===== src/rtl/serial_tx_frame_controller.sv =====
// Serial frame sequencer: start bit, LENGTH data bits MSB first, optional even parity, stop bit.
// Optional parity stage is enabled by defining SERIAL_TX_PARITY_EN.
module serial_tx_frame_controller #(
  parameter int unsigned LENGTH   = 8,
  parameter int unsigned BAUD_DIV = 16,
  parameter int unsigned DIV_W    = 16
) (
  input  logic              clk,
  input  logic              reset,
  input  logic [LENGTH-1:0] data_in,
  input  logic              data_valid,
  output logic              data_ready,
  output logic              tx_out,
  output logic              busy,
  output logic              shift_enable,
  output logic [3:0]        bit_index,
  output logic              frame_done
);

`ifdef SERIAL_TX_PARITY_EN
  typedef enum logic [2:0] {
    ST_IDLE,
    ST_START,
    ST_DATA,
    ST_PARITY,
    ST_STOP
  } state_t;
`else
  typedef enum logic [2:0] {
    ST_IDLE,
    ST_START,
    ST_DATA,
    ST_STOP
  } state_t;
`endif

  localparam logic [DIV_W-1:0] DIV_RELOAD = DIV_W'(BAUD_DIV - 1);
  localparam logic [3:0]       LAST_IDX   = 4'(LENGTH - 1);

  state_t              state_q, state_d;
  logic [DIV_W-1:0]    cnt_q, cnt_d;
  logic [3:0]          idx_q, idx_d;
  logic [LENGTH-1:0]   hold_q, hold_d;
  logic [15:0]         hold_ext;
  logic                cnt_zero;

  always_ff @(posedge clk or posedge reset) begin
    if (reset) begin
      state_q <= ST_IDLE;
      cnt_q   <= DIV_RELOAD;
      idx_q   <= LAST_IDX;
      hold_q  <= '0;
    end else begin
      state_q <= state_d;
      cnt_q   <= cnt_d;
      idx_q   <= idx_d;
      hold_q  <= hold_d;
    end
  end

  assign cnt_zero = (cnt_q == '0);
  // Zero-extended copy lets bit_index select a bit without out-of-range indexing when LENGTH < 16.
  assign hold_ext = 16'(hold_q);

  always_comb begin
    state_d      = state_q;
    cnt_d        = cnt_q;
    idx_d        = idx_q;
    hold_d       = hold_q;
    data_ready   = 1'b0;
    busy         = 1'b1;
    tx_out       = 1'b1;
    shift_enable = 1'b0;
    frame_done   = 1'b0;

    if (state_q != ST_IDLE) begin
      cnt_d = cnt_zero ? DIV_RELOAD : (cnt_q - DIV_W'(1));
    end

    case (state_q)
      ST_IDLE: begin
        data_ready = 1'b1;
        busy       = 1'b0;
        tx_out     = 1'b1;
        if (data_valid) begin
          state_d = ST_START;
          cnt_d   = DIV_RELOAD;
          hold_d  = data_in;
        end
      end
      ST_START: begin
        tx_out = 1'b0;
        if (cnt_zero) state_d = ST_DATA;
      end
      ST_DATA: begin
        tx_out       = hold_ext[idx_q];
        shift_enable = cnt_zero;
        if (cnt_zero) begin
          if (idx_q != 4'd0) begin
            idx_d = idx_q - 4'd1;
          end else begin
            idx_d = LAST_IDX;
`ifdef SERIAL_TX_PARITY_EN
            state_d = ST_PARITY;
`else
            state_d = ST_STOP;
`endif
          end
        end
      end
`ifdef SERIAL_TX_PARITY_EN
      ST_PARITY: begin
        tx_out = ^hold_q;
        if (cnt_zero) state_d = ST_STOP;
      end
`endif
      ST_STOP: begin
        tx_out     = 1'b1;
        frame_done = cnt_zero;
        if (cnt_zero) state_d = ST_IDLE;
      end
      default: begin
        state_d = ST_IDLE;
      end
    endcase
  end

  assign bit_index = idx_q;

endmodule

===== config.mk =====
export PLATFORM = sky130hd
export DESIGN_NAME = serial_tx_frame_controller
export DESIGN_NICKNAME = d
export VERILOG_FILES = /design/src/rtl/serial_tx_frame_controller.sv
export SDC_FILE = /design/constraint.sdc
export NUM_CORES = 1
export LEC_CHECK = 0
export ABC_AREA = 1
export BUFFER_PORTS_ARGS = -buffer_cell sky130_fd_sc_hd__clkbuf_2
export CAP_MARGIN = 20
export CORE_UTILIZATION = 60
export DETAILED_ROUTE_END_ITERATION = 12
export GPL_TIMING_DRIVEN = 0
export PLACE_DENSITY_LB_ADDON = 0.05
export SKIP_LAST_GASP = 1
export SLEW_MARGIN = 20
export SYNTH_ARGS = -nofsm -noshare
export SYNTH_HDL_FRONTEND = slang
export SYNTH_SLANG_ARGS = --single-unit

===== constraint.sdc =====
create_clock -name clk -period 2.8 [get_ports clk]
set_input_delay 0.56 -clock clk [delete_from_list [all_inputs] [get_ports clk]]
set_output_delay 0.56 -clock clk [all_outputs]
set_load 0.03 [all_outputs]

==> summary.txt <==
Outcome
  • Run status: complete, but fails checks
  • Violated checks: design-rule violations

Worst hold path
  • Hold crit path type: in2async

Layout
  • Summed area of non-filler cells in the final layout: slightly above 0.002 mm²
  • Post-route non-filler standard cell count: approximately 290
  • Area growth syn-to-layout: 10.3%
  • Count of antenna diodes in the layout: 0
  • # nets final: 273
  • Share of the core filled with cells in the final layout: 0.725
  • Layout cell share with drive strength beyond 1: 0.261

Clock network
  • Clock net sink count: 30
  • Post-CTS setup-driven buffer insertion count: 0
  • Clock network latency to the later pin of the worst-skew pair: roughly 0.33 ns
  • Clock tree from TritonCTS: built
  • Deepest clock path buffer count: 2
  • CTS H-Tree Depth: 2
  • Clock Pin Slew Worst Setup and Hold Paths: approximately 0.1 ns
  • Number of CTS-inserted buffers: 5
  • Resize count post-CTS: 0
  • Cts-stage hold buffer count: 0
  • Root cell of the clock tree: sky130_fd_sc_hd__clkbuf_4

STA
  • Accumulated negative setup slack: 0 ns
  • Final Max Tran Viols: 0
  • RSZ-0062 raised after global routing: false
  • Final clock skew: ~0.0036 ns
  • Final period demand of the worst path: roughly 2.4 ns
  • Highest Clock Rate: roughly 0.42 GHz
  • Crit path setup slack, layout: roughly 0.42 ns
  • Total count of hold-check failures in the final report: 0
  • Total setup violations reported at the end of the flow: 0
  • Slew at the pin closest to its max-slew limit: 0.627 ns
  • Post-route fraction of the period consumed by the critical path: 0.849
  • Worst slew slack as a fraction of its limit: 0.582

Setup path
  • Critical path capture point type: output pin
  • Largest fanout on the critical path: 8
  • Critical Path AT: 1.82 ns
  • Highest-delay cell along the critical path: sky130_fd_sc_hd__dfstp_2
  • Critical path launch point type: flip-flop
  • Largest stage delay, worst path: between 0.5 and 0.6 ns
  • Required arrival time at the worst endpoint: approximately 2.2 ns
  • Setup CP Type: reg2out
  • Worst Reg2Reg Path Length in Cells: 6
  • Critical path, cell by cell: clkbuf_2, nor2_1, nor2_1, nand2_1, nand2_1, mux2i_1, o21ai_0, clkbuf_2

Synthesis
  • Most instantiated cells after synthesis: sky130_fd_sc_hd__nand2_1 (48), sky130_fd_sc_hd__inv_1 (34), sky130_fd_sc_hd__nor2_1 (27), sky130_fd_sc_hd__dfrtp_1 (23), sky130_fd_sc_hd__nand3_1 (15)
  • Count of mapped cells out of synthesis: 230
  • Share of the synthesized area in the top cell type: 0.307
  • Ys flop type: sky130_fd_sc_hd__dfrtp_1
  • Post-synthesis async set-or-reset flop share: 1.00
  • Register bit count reported by yosys: 30
  • Ys Warns: 0
  • Number of nets produced by synthesis: 247
  • Post-synthesis cell area: approximately 0.0019 mm²
  • Cell type with the largest total area after synthesis: sky130_fd_sc_hd__dfrtp_1
  • Top post-synthesis cells by area: sky130_fd_sc_hd__dfrtp_1 (31%), sky130_fd_sc_hd__dfstp_2 (9.8%), sky130_fd_sc_hd__nand2_1 (9.6%)
  • Avg Synthesized Cell Area: approximately 8.2 µm²
  • Proportion of synthesized chip area in sequential cells: 0.405
  • Distinct cell type count of the synthesized netlist: 33
  • Most repeated cell in the gate-level netlist after synthesis: sky130_fd_sc_hd__nand2_1
  • Count of flip-flops with a built-in enable after synthesis: 0

GRT
  • Number of global-route vias before repair: roughly 1500
  • GRT Util Overall: 0.248
  • Largest net degree at the start of global routing: 31
  • Grt total ovfl: 0
  • First-pass GRT wire length: around 6300 µm
  • Initial antenna violation count: 0

Routing
  • Violation count after the first detailed-routing iteration: 62
  • Drc violations: 1
  • Total vias in the final route: approximately 1500
  • Final wirelength: about 3600 µm
  • Detail Route Antenna Nets: 0
  • Routed wire length per instance: 12.5 µm
  • Vias per inst: between 5 and 6
  • Number of detailed-route iterations in the first pass: 10

Floorplanning
  • Placeable Area: between 0.002 and 0.003 mm²
  • Height of the die: ~58 µm
  • Top Ports: 20
  • Floorplan die area: between 0.003 and 0.004 mm²
  • Starting density of the core: 0.657
  • Width of the die: slightly below 60 µm
  • Number of placement rows: 19

Place
  • Placed cell areas: roughly 0.002 mm²
  • Post-DP HPWL: 2630 µm
  • Placed insts: between 200 and 300
  • Worst-case setup slack after placement: between 0.7 and 0.8 ns
  • Number of buffers added on ports: 19
  • Final GP Congestion: 0.784

Power
  • Switching share of power: 0.443
  • Logic gate share of total power: 0.472
  • Sequential cell fraction of total power: 0.367
  • Peak VDD IR: slightly below 0.7 mV
  • Relative contribution of the clock network to total power: 0.161
  • Internal Power: 0.000961 W
  • Leakage dissipation: about 1.1 nW
  • Sw Pwr: ~0.00076 W
  • Power per standard cell area: about 830 mW/mm²

Job
  • Maxcap violations: 0
## final cells by class
class / count / area, µm²
plain buffers: 2 / 10.0
inverters: 38 / 148
clock buffers: 7 / 55.1
flip-flops and latches: 30 / 759
multi-input cells: 160 / 958
repair buffers: 19 / 95.1
well taps: 31 / 38.8
fillers: 249 / 783
clock inverters: 1 / 5.00
## logic make-up (layout without fill, tap and decap cells)
kind of cell / Yosys count / after routing / share of synthesized area
AND/OR/NAND/NOR: 117 / 117 / 0.322
buffers and inverters: 40 / 67 / 0.0841
flip-flops: 30 / 30 / 0.405
AO/OA/AOI/OAI: 22 / 22 / 0.0714
XOR/XNOR: 9 / 9 / 0.0420
adder cells (fa/ha/maj): 6 / 6 / 0.0400
multiplexers: 6 / 6 / 0.0354
## through the flow
step                      hold slack (ns)  total power (W)
after CTS                           0.298          0.00173
final                               0.276          0.00172
after global placement              0.483          0.00142
after floorplan                     0.474          0.00127
after detailed placement            0.500          0.00145
after global routing                0.332          0.00186
## flip-flops by register name (all words and copies together), names as in the netlist
signal	cells
state_q	2
cnt_q	16
bit_index	4
hold_q	8
## power groups by stage
| stage | combinational, W | clock, W | sequential (W) |
|---|---|---|---|
| after CTS | 0.000818 | 0.000279 | 0.000632 |
| final | 0.000814 | 0.000278 | 0.000632 |
| after detailed placement | 0.000811 | 0 | 0.000640 |
| after global placement | 0.000790 | 0 | 0.000633 |
| after global routing | 0.000912 | 0.000298 | 0.000646 |
| after floorplan | 0.000643 | 0 | 0.000629 |
## layout by cell type (no fill, tap or decap), drive strengths merged, types with 2 or more instances in the layout
cell    count
a21oi       4
clkbuf     27
dfrtp      23
dfstp       7
ha          6
inv        38
mux2        5
nand2      57
nand3      16
nand4       2
nor2       38
nor3        2
o21ai      11
o22ai       4
xor2        9
## critical path, delay by kind of cell, from the launching register on
kind | cells | cell delay, ns
flops | 1 | 0.54
buf+inv | 2 | 0.42
simple gates | 4 | 0.29
compound gates | 1 | 0.16
mux | 1 | 0.07
## worst paths after layout
path	slack, ns	start	endpoint
max in group asynchronous	2.12	reset	cnt_q[10]
hold reg to reg	0.52	hold_q[7]	hold_q[7]
setup reg to reg	1.09	state_q[0]	cnt_q[8]
setup / recovery	0.42	bit_index[0]	tx_out
hold / removal	0.28	reset	hold_q[7]
min in group clk	0.45	data_in[7]	hold_q[7]
## metal layers
layer | vias to the layer above | part of all wire | track usage
met5 | - | 0 | 0
met4 | 0 | 0.018 | 0.0816
met3 | 7 | 0.037 | 0.0670
met2 | 27 | 0.47 | 0.404
met1 | 710 | 0.48 | 0.322
li1 | 773 | - | -
(Power assumes the default switching activity.)
